$ cat src/rtl/jtag_tap_gen.sv
// jtag_tap_gen: IEEE 1149.1 TAP controller with a parameterised IR width,
// IDCODE value and N user data-register chains.
// Owns the 16-state TAP FSM, the IR, the IDCODE and BYPASS registers, and
// the TDO mux that is registered on the falling edge of TCK.
// Optional build macro: JTAG_TAP_IR_STATUS_EN. When it is defined, the
// ir_status_i port exists and is captured into the upper IR bits on CAP_IR.
// Parameter constraints: IR_LEN >= 3; IDCODE_VAL[0] = 1; 1 <= N_CHAIN <= 16;
// the range OP_USER0..OP_USER0+N_CHAIN-1 excludes OP_IDCODE and all-ones.
module jtag_tap_gen #(
  parameter int                IR_LEN     = 5,
  parameter logic [31:0]       IDCODE_VAL = 32'h149511c3,
  parameter int                N_CHAIN    = 4,
  parameter logic [IR_LEN-1:0] OP_IDCODE  = 5'h01,
  parameter logic [IR_LEN-1:0] OP_USER0   = 5'h10
) (
  input  logic               tck_pad_i,
  input  logic               trst_pad_i,
  input  logic               tms_pad_i,
  input  logic               tdi_pad_i,
  output logic               tdo_pad_o,
  output logic               tdo_padoe_o,
  output logic               tdo_o,
  input  logic [N_CHAIN-1:0] chain_tdi_i,
  output logic [N_CHAIN-1:0] chain_sel_o,
  output logic [IR_LEN-1:0]  ir_o,
  output logic [3:0]         state_o,
  output logic               test_logic_reset_o,
  output logic               run_test_idle_o,
  output logic               capture_dr_o,
  output logic               shift_dr_o,
  output logic               pause_dr_o,
  output logic               update_dr_o
`ifdef JTAG_TAP_IR_STATUS_EN
  ,
  input  logic [IR_LEN-3:0]  ir_status_i
`endif
);

  // State encoding matches the classic TAP codes so state_o can be decoded
  // directly by downstream logic and debuggers.
  typedef enum logic [3:0] {
    TLR    = 4'hF,
    RTI    = 4'hC,
    SEL_DR = 4'h7,
    CAP_DR = 4'h6,
    SH_DR  = 4'h2,
    EX1_DR = 4'h1,
    PA_DR  = 4'h3,
    EX2_DR = 4'h0,
    UPD_DR = 4'h5,
    SEL_IR = 4'h4,
    CAP_IR = 4'hE,
    SH_IR  = 4'hA,
    EX1_IR = 4'h9,
    PA_IR  = 4'hB,
    EX2_IR = 4'h8,
    UPD_IR = 4'hD
  } tap_state_e;

  tap_state_e         state_q, state_d;
  logic [IR_LEN-1:0]  ir_shift_q, ir_shift_d;
  logic [IR_LEN-1:0]  ir_q, ir_d;
  logic [31:0]        idcode_q, idcode_d;
  logic               bypass_q, bypass_d;
  logic [N_CHAIN-1:0] chain_sel_q, chain_sel_d;
  logic               tdo_q, tdo_d;
  logic               tdo_oe_q, tdo_oe_d;

  logic [IR_LEN-1:0]  ir_capture;
  logic               idcode_sel;

  // Value parallel-loaded into the IR shift register in CAP_IR. The two
  // fixed LSBs (01) are what IEEE 1149.1 requires for IR integrity checks.
`ifdef JTAG_TAP_IR_STATUS_EN
  assign ir_capture = {ir_status_i, 2'b01};
`else
  assign ir_capture = {{(IR_LEN-2){1'b0}}, 2'b01};
`endif

  // TAP next-state logic, straight from the IEEE 1149.1 state diagram.
  always_comb begin
    state_d = state_q;
    case (state_q)
      TLR:     state_d = tms_pad_i ? TLR    : RTI;
      RTI:     state_d = tms_pad_i ? SEL_DR : RTI;
      SEL_DR:  state_d = tms_pad_i ? SEL_IR : CAP_DR;
      CAP_DR:  state_d = tms_pad_i ? EX1_DR : SH_DR;
      SH_DR:   state_d = tms_pad_i ? EX1_DR : SH_DR;
      EX1_DR:  state_d = tms_pad_i ? UPD_DR : PA_DR;
      PA_DR:   state_d = tms_pad_i ? EX2_DR : PA_DR;
      EX2_DR:  state_d = tms_pad_i ? UPD_DR : SH_DR;
      UPD_DR:  state_d = tms_pad_i ? SEL_DR : RTI;
      SEL_IR:  state_d = tms_pad_i ? TLR    : CAP_IR;
      CAP_IR:  state_d = tms_pad_i ? EX1_IR : SH_IR;
      SH_IR:   state_d = tms_pad_i ? EX1_IR : SH_IR;
      EX1_IR:  state_d = tms_pad_i ? UPD_IR : PA_IR;
      PA_IR:   state_d = tms_pad_i ? EX2_IR : PA_IR;
      EX2_IR:  state_d = tms_pad_i ? UPD_IR : SH_IR;
      UPD_IR:  state_d = tms_pad_i ? SEL_DR : RTI;
      default: state_d = TLR;
    endcase
  end

  // IR shift path and the active instruction. The active IR is forced to
  // IDCODE on the same edge that enters (or stays in) TLR, so ir_o and the
  // chain selects are already clean when state_o first reads TLR.
  always_comb begin
    ir_shift_d = ir_shift_q;
    if (state_q == CAP_IR) begin
      ir_shift_d = ir_capture;
    end else if (state_q == SH_IR) begin
      ir_shift_d = {tdi_pad_i, ir_shift_q[IR_LEN-1:1]};
    end

    ir_d = ir_q;
    if (state_d == TLR) begin
      ir_d = OP_IDCODE;
    end else if (state_q == UPD_IR) begin
      ir_d = ir_shift_q;
    end
  end

  // Chain selects are decoded from the next instruction and registered on
  // the same edge as ir_o, so the instruction and the one-hot select change
  // together with no decode glitch. Distinct opcodes guarantee one-hot.
  for (genvar gi = 0; gi < N_CHAIN; gi++) begin : g_chain_dec
    localparam logic [IR_LEN-1:0] OP_CHAIN = OP_USER0 + IR_LEN'(gi);
    assign chain_sel_d[gi] = (ir_d == OP_CHAIN);
  end

  assign idcode_sel = (ir_q == OP_IDCODE);

  // Built-in data registers. IDCODE only shifts while it is the selected
  // DR; BYPASS is a single cell that always follows TDI in SH_DR. Both hold
  // their contents through pause states.
  always_comb begin
    idcode_d = idcode_q;
    if (state_q == CAP_DR) begin
      idcode_d = IDCODE_VAL;
    end else if (state_q == SH_DR && idcode_sel) begin
      idcode_d = {tdi_pad_i, idcode_q[31:1]};
    end

    bypass_d = bypass_q;
    if (state_q == CAP_DR) begin
      bypass_d = 1'b0;
    end else if (state_q == SH_DR) begin
      bypass_d = tdi_pad_i;
    end
  end

  // TDO source selection; the result is launched on the falling edge so
  // the probe can sample it on the following rising edge.
  always_comb begin
    tdo_d    = 1'b0;
    tdo_oe_d = 1'b0;
    if (state_q == SH_IR) begin
      tdo_d    = ir_shift_q[0];
      tdo_oe_d = 1'b1;
    end else if (state_q == SH_DR) begin
      tdo_oe_d = 1'b1;
      if (idcode_sel) begin
        tdo_d = idcode_q[0];
      end else if (|chain_sel_q) begin
        // AND-OR mux: chain_sel_q is one-hot by construction.
        tdo_d = |(chain_sel_q & chain_tdi_i);
      end else begin
        tdo_d = bypass_q;
      end
    end
  end

  // Rising-edge state: FSM, IR, active instruction, selects and DRs.
  always_ff @(posedge tck_pad_i or posedge trst_pad_i) begin
    if (trst_pad_i) begin
      state_q     <= TLR;
      ir_shift_q  <= '0;
      ir_q        <= OP_IDCODE;
      chain_sel_q <= '0;
      idcode_q    <= IDCODE_VAL;
      bypass_q    <= 1'b0;
    end else begin
      state_q     <= state_d;
      ir_shift_q  <= ir_shift_d;
      ir_q        <= ir_d;
      chain_sel_q <= chain_sel_d;
      idcode_q    <= idcode_d;
      bypass_q    <= bypass_d;
    end
  end

  // Falling-edge TDO and output-enable flops; also cleared by TRST.
  always_ff @(negedge tck_pad_i or posedge trst_pad_i) begin
    if (trst_pad_i) begin
      tdo_q    <= 1'b0;
      tdo_oe_q <= 1'b0;
    end else begin
      tdo_q    <= tdo_d;
      tdo_oe_q <= tdo_oe_d;
    end
  end

  assign tdo_pad_o   = tdo_q;
  assign tdo_padoe_o = tdo_oe_q;
  assign tdo_o       = tdi_pad_i;
  assign chain_sel_o = chain_sel_q;
  assign ir_o        = ir_q;
  assign state_o     = state_q;

  assign test_logic_reset_o = (state_q == TLR);
  assign run_test_idle_o    = (state_q == RTI);
  assign capture_dr_o       = (state_q == CAP_DR);
  assign shift_dr_o         = (state_q == SH_DR);
  assign pause_dr_o         = (state_q == PA_DR);
  assign update_dr_o        = (state_q == UPD_DR);

endmodule

$ cat config.mk
export PLATFORM = sky130hd
export DESIGN_NAME = jtag_tap_gen
export DESIGN_NICKNAME = d
export VERILOG_FILES = /design/src/rtl/jtag_tap_gen.sv
export SDC_FILE = /design/constraint.sdc
export NUM_CORES = 1
export LEC_CHECK = 0
export CAP_MARGIN = 20
export CORE_ASPECT_RATIO = 0.9
export CORE_MARGIN = 2
export CORE_UTILIZATION = 39
export CTS_CLUSTER_DIAMETER = 80
export DETAILED_ROUTE_END_ITERATION = 7
export HOLD_SLACK_MARGIN = 0.1
export PLACE_DENSITY_LB_ADDON = 0.2
export SYNTH_ARGS = -nofsm -noshare
export SYNTH_HDL_FRONTEND = slang
export SYNTH_SLANG_ARGS = --single-unit
$ cat constraint.sdc
create_clock -name tck_pad_i -period 4.14 [get_ports tck_pad_i]
set_clock_uncertainty 0.2 [all_clocks]
set_input_delay 0.414 -clock tck_pad_i [delete_from_list [all_inputs] [get_ports tck_pad_i]]
set_output_delay 0.414 -clock tck_pad_i [all_outputs]
set_load 0.1 [all_outputs]
# Yosys cells after proc, flatten, opt, wreduce, memory -nomap -nowiden
# Index checks and enable logic that the tools add are counted.
totals:
  ff_bits: 53
  inputBits: 8
  out_inout_bits: 22
  word_cells: 67
classes:
  eq_ne: 21
  mux: 27
  n_bitwise: 1
  reduce_logical: 10
ops:
  columns: ["operator", "count"]
  rows:
  - ["two-way mux 32 bit", 2]
  - ["case mux 4 bit (12 select lines)", 1]
  - ["== test 4 bit, second input constant", 9]
  - ["== test 5 bit, second input constant", 4]
  - ["two-way mux 5 bit", 4]
  - ["== test 4 x 3 -> 1 bit, second input constant", 4]
  - ["two-way mux 2 bit", 6]
  - ["two-way mux 3 bit", 4]
  - ["two-way mux 1 bit", 9]
  - ["== test 4 x 2 -> 1 bit, second input constant", 2]
  - ["OR reduction 4 bit", 2]
  - ["nonzero test 2 bit", 3]
  - ["== test 5 x 1 -> 1 bit, second input constant", 1]
  - ["bitwise AND 4 bit", 1]
  - ["== test 4 x 1 -> 1 bit, second input constant", 1]
  - ["logical NOT 4 bit", 1]
  - ["two-way mux 4 bit", 1]
  - ["OR reduction 2 bit", 2]
  - ["OR reduction 3 bit", 1]
  - ["logical AND 1 bit", 1]

# Depth between registers and ports, before layout
# Gate-level depths: netlist of run 1.
logic_depth:
  ltp_word: 6
  mapped_depth: 6
  mapped_depth_nobuf: 5

==> results of run 1 <==
==> sequential cells by signal (all words and copies together), names as in the netlist <==
register and count:
bypass_q 1, chain_sel_o 4, idcode_q 32, ir_o 5, ir_shift_q 5, state_o 4, tdo_pad_o 1, tdo_padoe_o 1
==> cells by family (layout without fill, tap and decap cells) <==
kind of cell           Yosys count  count (layout)  share of synthesized area [%]
AOI/OAI and AO/OA               50              50                           12.5
DFF                             53              53                           57.7
and+or+nand+nor                107             107                           21.4
muxes                            5               5                           2.20
buffers and inverters           33              60                           6.21
==> how the worst min path moves through the flow <==
stage                 startpoint        endpoint  slack, ns  cells after the start
global route          trst_pad_i  chain_sel_o[3]       0.26                      2
CTS                   trst_pad_i  chain_sel_o[0]       0.23                      2
detailed placement  idcode_q[28]    idcode_q[28]       0.28                      2
finish                trst_pad_i  chain_sel_o[0]       0.21                      2
global placement    idcode_q[26]    idcode_q[26]       0.27                      2
floorplan               bypass_q        bypass_q       0.25                      2
==> metrics by stage <==
| step | cells | utilization [%] | setup WS, ns | power [mW] |
|---|---|---|---|---|
| CTS | 345 | 49.2 | 0.517 | 2.52 |
| global placement | 337 | 47.1 | 0.300 | 2.14 |
| finish | 345 | 49.2 | 0.517 | 2.50 |
| floorplan | 248 | - | -0.608 | 1.86 |
| global route | 345 | 49.2 | 0.391 | 2.67 |
| detailed placement | 337 | 47.1 | 0.256 | 2.15 |
==> synth_stat cells (4+ instances only) <==
master / instances / area share, %
nand4_1: 10 / 2.7
nor3_1: 4 / 0.86
dfstp_2: 17 / 19
a21oi_1: 15 / 3.2
clkbuf_1: 10 / 1.6
o211ai_1: 5 / 1.6
nand3_1: 8 / 1.7
nor2_1: 17 / 2.7
inv_1: 15 / 2.4
o21ai_0: 18 / 3.9
nand2_1: 54 / 8.7
dfrtp_1: 34 / 36
mux2i_1: 4 / 1.7
==> worst max-delay path, delay by kind of cell (launching register included) <==
kind	cells	cell delay, ns
AOI/OAI and AO/OA	2	0.34
DFF	1	0.40
and+or+nand+nor	1	0.45
==> routing by layer <==
| metal | GRT usage, % | part of all wire, % | vias up |
|---|---|---|---|
| met5 | 0 | 0 | - |
| met4 | 3.81 | 0.45 | 0 |
| met3 | 3.30 | 3.9 | 2 |
| met2 | 22.4 | 43 | 37 |
| met1 | 22.7 | 53 | 870 |
| li1 | - | - | 894 |
==> final cells by class <==
class,count,area [µm²],area share [%]
Tap cell,70,87.6,3.11
Sequential cell,53,1350,47.9
Clock buffer,7,86.3,3.07
Timing Repair Buffer,35,348,12.4
Multi-Input combinational cell,162,852,30.3
Clock inverter,1,30.0,1.07
Inverter,17,63.8,2.27
==> where the power goes <==
group          switching, mW  internal (mW)  total (mW)
combinational          0.865          0.342        1.21
sequential             0.161          0.771       0.932
clock                  0.164          0.197       0.361
==> impl_metrics.ini, run 1 <==
[die]
start_util_pct = 40.8
die_area_um2 = 6630
die_h_um = 77.4
ios = 30
chipWidth_um = 85.6
rows = 26
coreArea_um2 = 5730

[yosys]
synth.distinct_cells = 39
synth_area_per_cell_um2 = 9.42
yosysSeqAreaShare_pct = 57.7
syn_area_um2 = 2340
netlist_instances = 248
syn-num-nets = 256
ys_ff_latch = 53
synthFlopType = dfrtp_1
synth_edf_count = 0
yosysWarnings = 0
async_flop_share_pct = 100

[timing]
tightestPinTransition_ns = 0.977
setup_violations = 0
finalSetupTns_ns = 0
rsz0062_at_grt = no
relSlewSlack_pct = 34.7
slew_viol_final = 0
hold_slack_ns = 0.212
hold_viol_final = 0

[detailed_routing]
firstDrtPassIters = 4
drt_iter0_drc = 144
drc = 0
via_per_inst = 5.23
drt_wl_total_um = 4660
vias = 1803
avgRoutedWirePerCell_um = 13.5
antenna_left = 0

[critical_path]
crit_start = ir_o[3]
r2r_slack_ns = 0.52
endpoint_kind = register
path_max_fanout = 4
crit_arrival_ns = 1.49
start_kind = register
cp_slowest_stage_delay_ns = 0.45
setup.worst_path.end = tdo_pad_o
timing.rr.end = tdo_pad_o
reg2reg_from = ir_o[3]
crit_required_ns = 2.00
cpMaxStageDelayCell = or3_1
worstSetupPathType = register to register
rr_worst_depth = 3
cp_cell_sequence = or3_1 -> o31ai_1 -> o32ai_1

[cts]
cts.htree.levels = 2
cts_resized = 0
cts_root_buf = clkbuf_8
cts_buffers = 5
clkSinkCount = 53
clk_latency_ns = 0.30
clk_pin_slew_worst_paths_ns = 0.10
clockBufferDepth = 2
cts_hold_buf = 0
cts_tree = built
cts_setup_buffers = 0

[placed_design]
place_area_um2 = 2700
gp_congestion = 0.772
portBuffers = 29
dp_hpwl_um = 3040

[pwr]
vdd_ir_drop_max_mv = 0.437
powerDensity_nw_per_um2 = 888
p_leak_nw = 1.23

[finish]
mostFrequentLayoutCells = 54 x nand2_1, 34 x dfrtp_1, 24 x clkdlybuf4s50_1, 18 x o21ai_0, 17 x dfstp_2
design_area_um2 = 2820
layout-drive-gt1-share_pct = 14.9
nFillCells = 528
fin_nets = 282
area_growth_pct = 20.5
layout_commonest_cell = nand2_1
diodes = 0

[flow_run]
drv_cap = 0

[global_route]
grt_pass1_vias = 1751
grt_max_degree = 36
grt_pass1_wl_um = 8310
grt_usage_pct = 15.2
antenna_found_initial = 0
overflow = 0

[status]
status = finished clean

[worst_hold_path]
min_path_type = input pin to async pin
No activity file was read; power rests on OpenSTA's default activity.
==> run 2: changes to the inputs <==
CTS_CLUSTER_DIAMETER = not set   (was 80)
==> results of run 2 <==
Final layout, timing and power as in run 1 (identical DEF).
==> run 3: changes to the inputs <==
clock period = 4 ns   (was 4.14 ns; I/O delays follow)
==> impl_metrics.ini, run 3 (synthesis results as in run 1) <==
[detailed_routing]
drt_iter0_drc = 103
avgRoutedWirePerCell_um = 14.0
via_per_inst = 5.15
firstDrtPassIters = 4
drt_wl_total_um = 4830
antenna_left = 0
drc = 0
vias = 1773

[finish]
seq_area_um2 = 1350
layout-drive-gt1-share_pct = 15.3
diodes = 0
multiInputGateArea_um2 = 857
area_growth_pct = 20.6
fin_nets = 281
largest_register_ffs = 32
mostFrequentLayoutCells = 54 x nand2_1, 34 x dfrtp_1, 23 x clkdlybuf4s50_1, 18 x o21ai_0
largest_register = idcode_q
nFillCells = 535
layout_commonest_cell = nand2_1
finalNonFillerCells = 344
post-route-util_pct = 49.2

[die]
rows = 26
chipWidth_um = 85.6
ios = 30
die_area_um2 = 6630
coreArea_um2 = 5730
die_h_um = 77.4
start_util_pct = 40.8

[critical_path]
critical_path_buf_inv_count = 0
rr_worst_depth = 4
reg2reg_from = state_o[1]
crit_arrival_ns = 1.78
cp_cell_sequence = or3b_4 -> nor2_4 -> o31ai_1 -> o32ai_1
worstSetupPathType = register to register
start_kind = register
path_max_fanout = 16
cpMaxStageDelayCell = dfstp_4
r2r_slack_ns = 0.33
crit_required_ns = 2.11
endpoint_kind = register
critPathTopFamily = flip-flops
timing.rr.end = tdo_pad_o
cp_slowest_stage_delay_ns = 0.71

[cts]
clockBufferDepth = 2
cts_buffers = 5
cts_setup_buffers = 0
clk_latency_ns = 0.31
clkSinkCount = 53
cts_resized = 0
cts_tree = built
cts_hold_buf = 0
clk_pin_slew_worst_paths_ns = 0.10
cts_root_buf = clkbuf_8
cts.htree.levels = 2

[global_route]
grt_usage_pct = 15.7
use_met1_pct = 24.1
grt_pass1_vias = 1704
overflow = 0
busiest_layer = met1
gr-usage-met2_pct = 21.7
met3_usage_pct = 3.09
grt_max_degree = 48
antenna_found_initial = 0
grt_pass1_wl_um = 8290

[timing]
slew_viol_final = 0
relSlewSlack_pct = 34.2
hold_viol_final = 0
rsz0062_at_grt = no
tightestPinTransition_ns = 0.984
setup_violations = 0
fin_ws_ns = 0.330

[worst_hold_path]
holdPathStages = 2
worstHoldStart = idcode_q[1]
hold_path_end = idcode_q[0]
min_path_type = register to register

[placed_design]
gp_congestion = 0.791
post-place-ws_ns = 0.231
dp_cells = 336
portBuffers = 29
dp_hpwl_um = 3170

[pwr]
netSwitchingPower_mw = 1.25
vdd_ir_drop_max_mv = 0.676
p_leak_nw = 1.23
power.internal_mw = 1.35
pwr-share-comb_pct = 47.4
powerDensity_nw_per_um2 = 924
p_sw_share_pct = 48.0
pwr-share-clk_pct = 14.5
sequentialPowerShare_pct = 38.1

[flow_run]
drv_cap = 0

[status]
status = finished clean
run 3: changes by cell type in the layout (fill, tap and decap cells not counted):
cell             delta
clkbuf_1            -1
clkdlybuf4s50_1     -1
clkinvlp_4          +1
dfstp_2             -1
dfstp_4             +1
nor2_2              -1
nor2_4              +1
run 3: through the flow:
step | power (mW) | hold slack, ns | instance area, µm² | setup TNS [ns]
4_1_cts | 2.62 | 0.284 | 2820 | 0
2_1_floorplan | 1.93 | 0.251 | 2350 | -0.277
5_1_grt | 2.77 | 0.298 | 2820 | 0
3_3_place_gp | 2.22 | 0.272 | 2700 | 0
6_report | 2.60 | 0.284 | 2820 | 0
3_5_place_dp | 2.24 | 0.277 | 2700 | 0
run 3: power by group through the flow:
stage                     Combinational (mW)  Clock (mW)  Sequential [mW]
final                                   1.23       0.378            0.992
after CTS                               1.24       0.387            0.992
after detailed placement                1.24           0             1.00
after global placement                  1.23           0            0.993
after floorplan                        0.644           0             1.29
after global routing                    1.33       0.415             1.03
run 3: layer usage:
metal  routed length [µm]  share of wire, %
met1                 2510                52
met4                   38              0.79
met2                 2130                44
met5                    0                 0
met3                  155               3.2
run 3: worst min-delay path: cells and delay by family (launching register included):
kind             cells  cell delay (ns)
DFF                  1             0.37
and+or+nand+nor      2             0.11
run 3: final cells by class:
class                      count  share of cell area [%]
sequential                    53                    48.0
clock inverter                 2                    1.33
inverter                      17                    2.26
clock buffer                   6                    2.93
tap                           70                    3.11
timing repair buffer          34                    12.0
multi-input combinational    162                    30.4
run 3: worst max-delay path by stage:
stage                              start  slack [ns]         to  cells after the start
after floorplan               state_o[1]       -0.25  tdo_pad_o                      4
after global placement    chain_tdi_i[0]        0.26  tdo_pad_o                      5
after detailed placement  chain_tdi_i[0]        0.23  tdo_pad_o                      5
after CTS                     state_o[1]        0.34  tdo_pad_o                      4
after global routing          state_o[1]        0.27  tdo_pad_o                      4
final                         state_o[1]        0.33  tdo_pad_o                      4
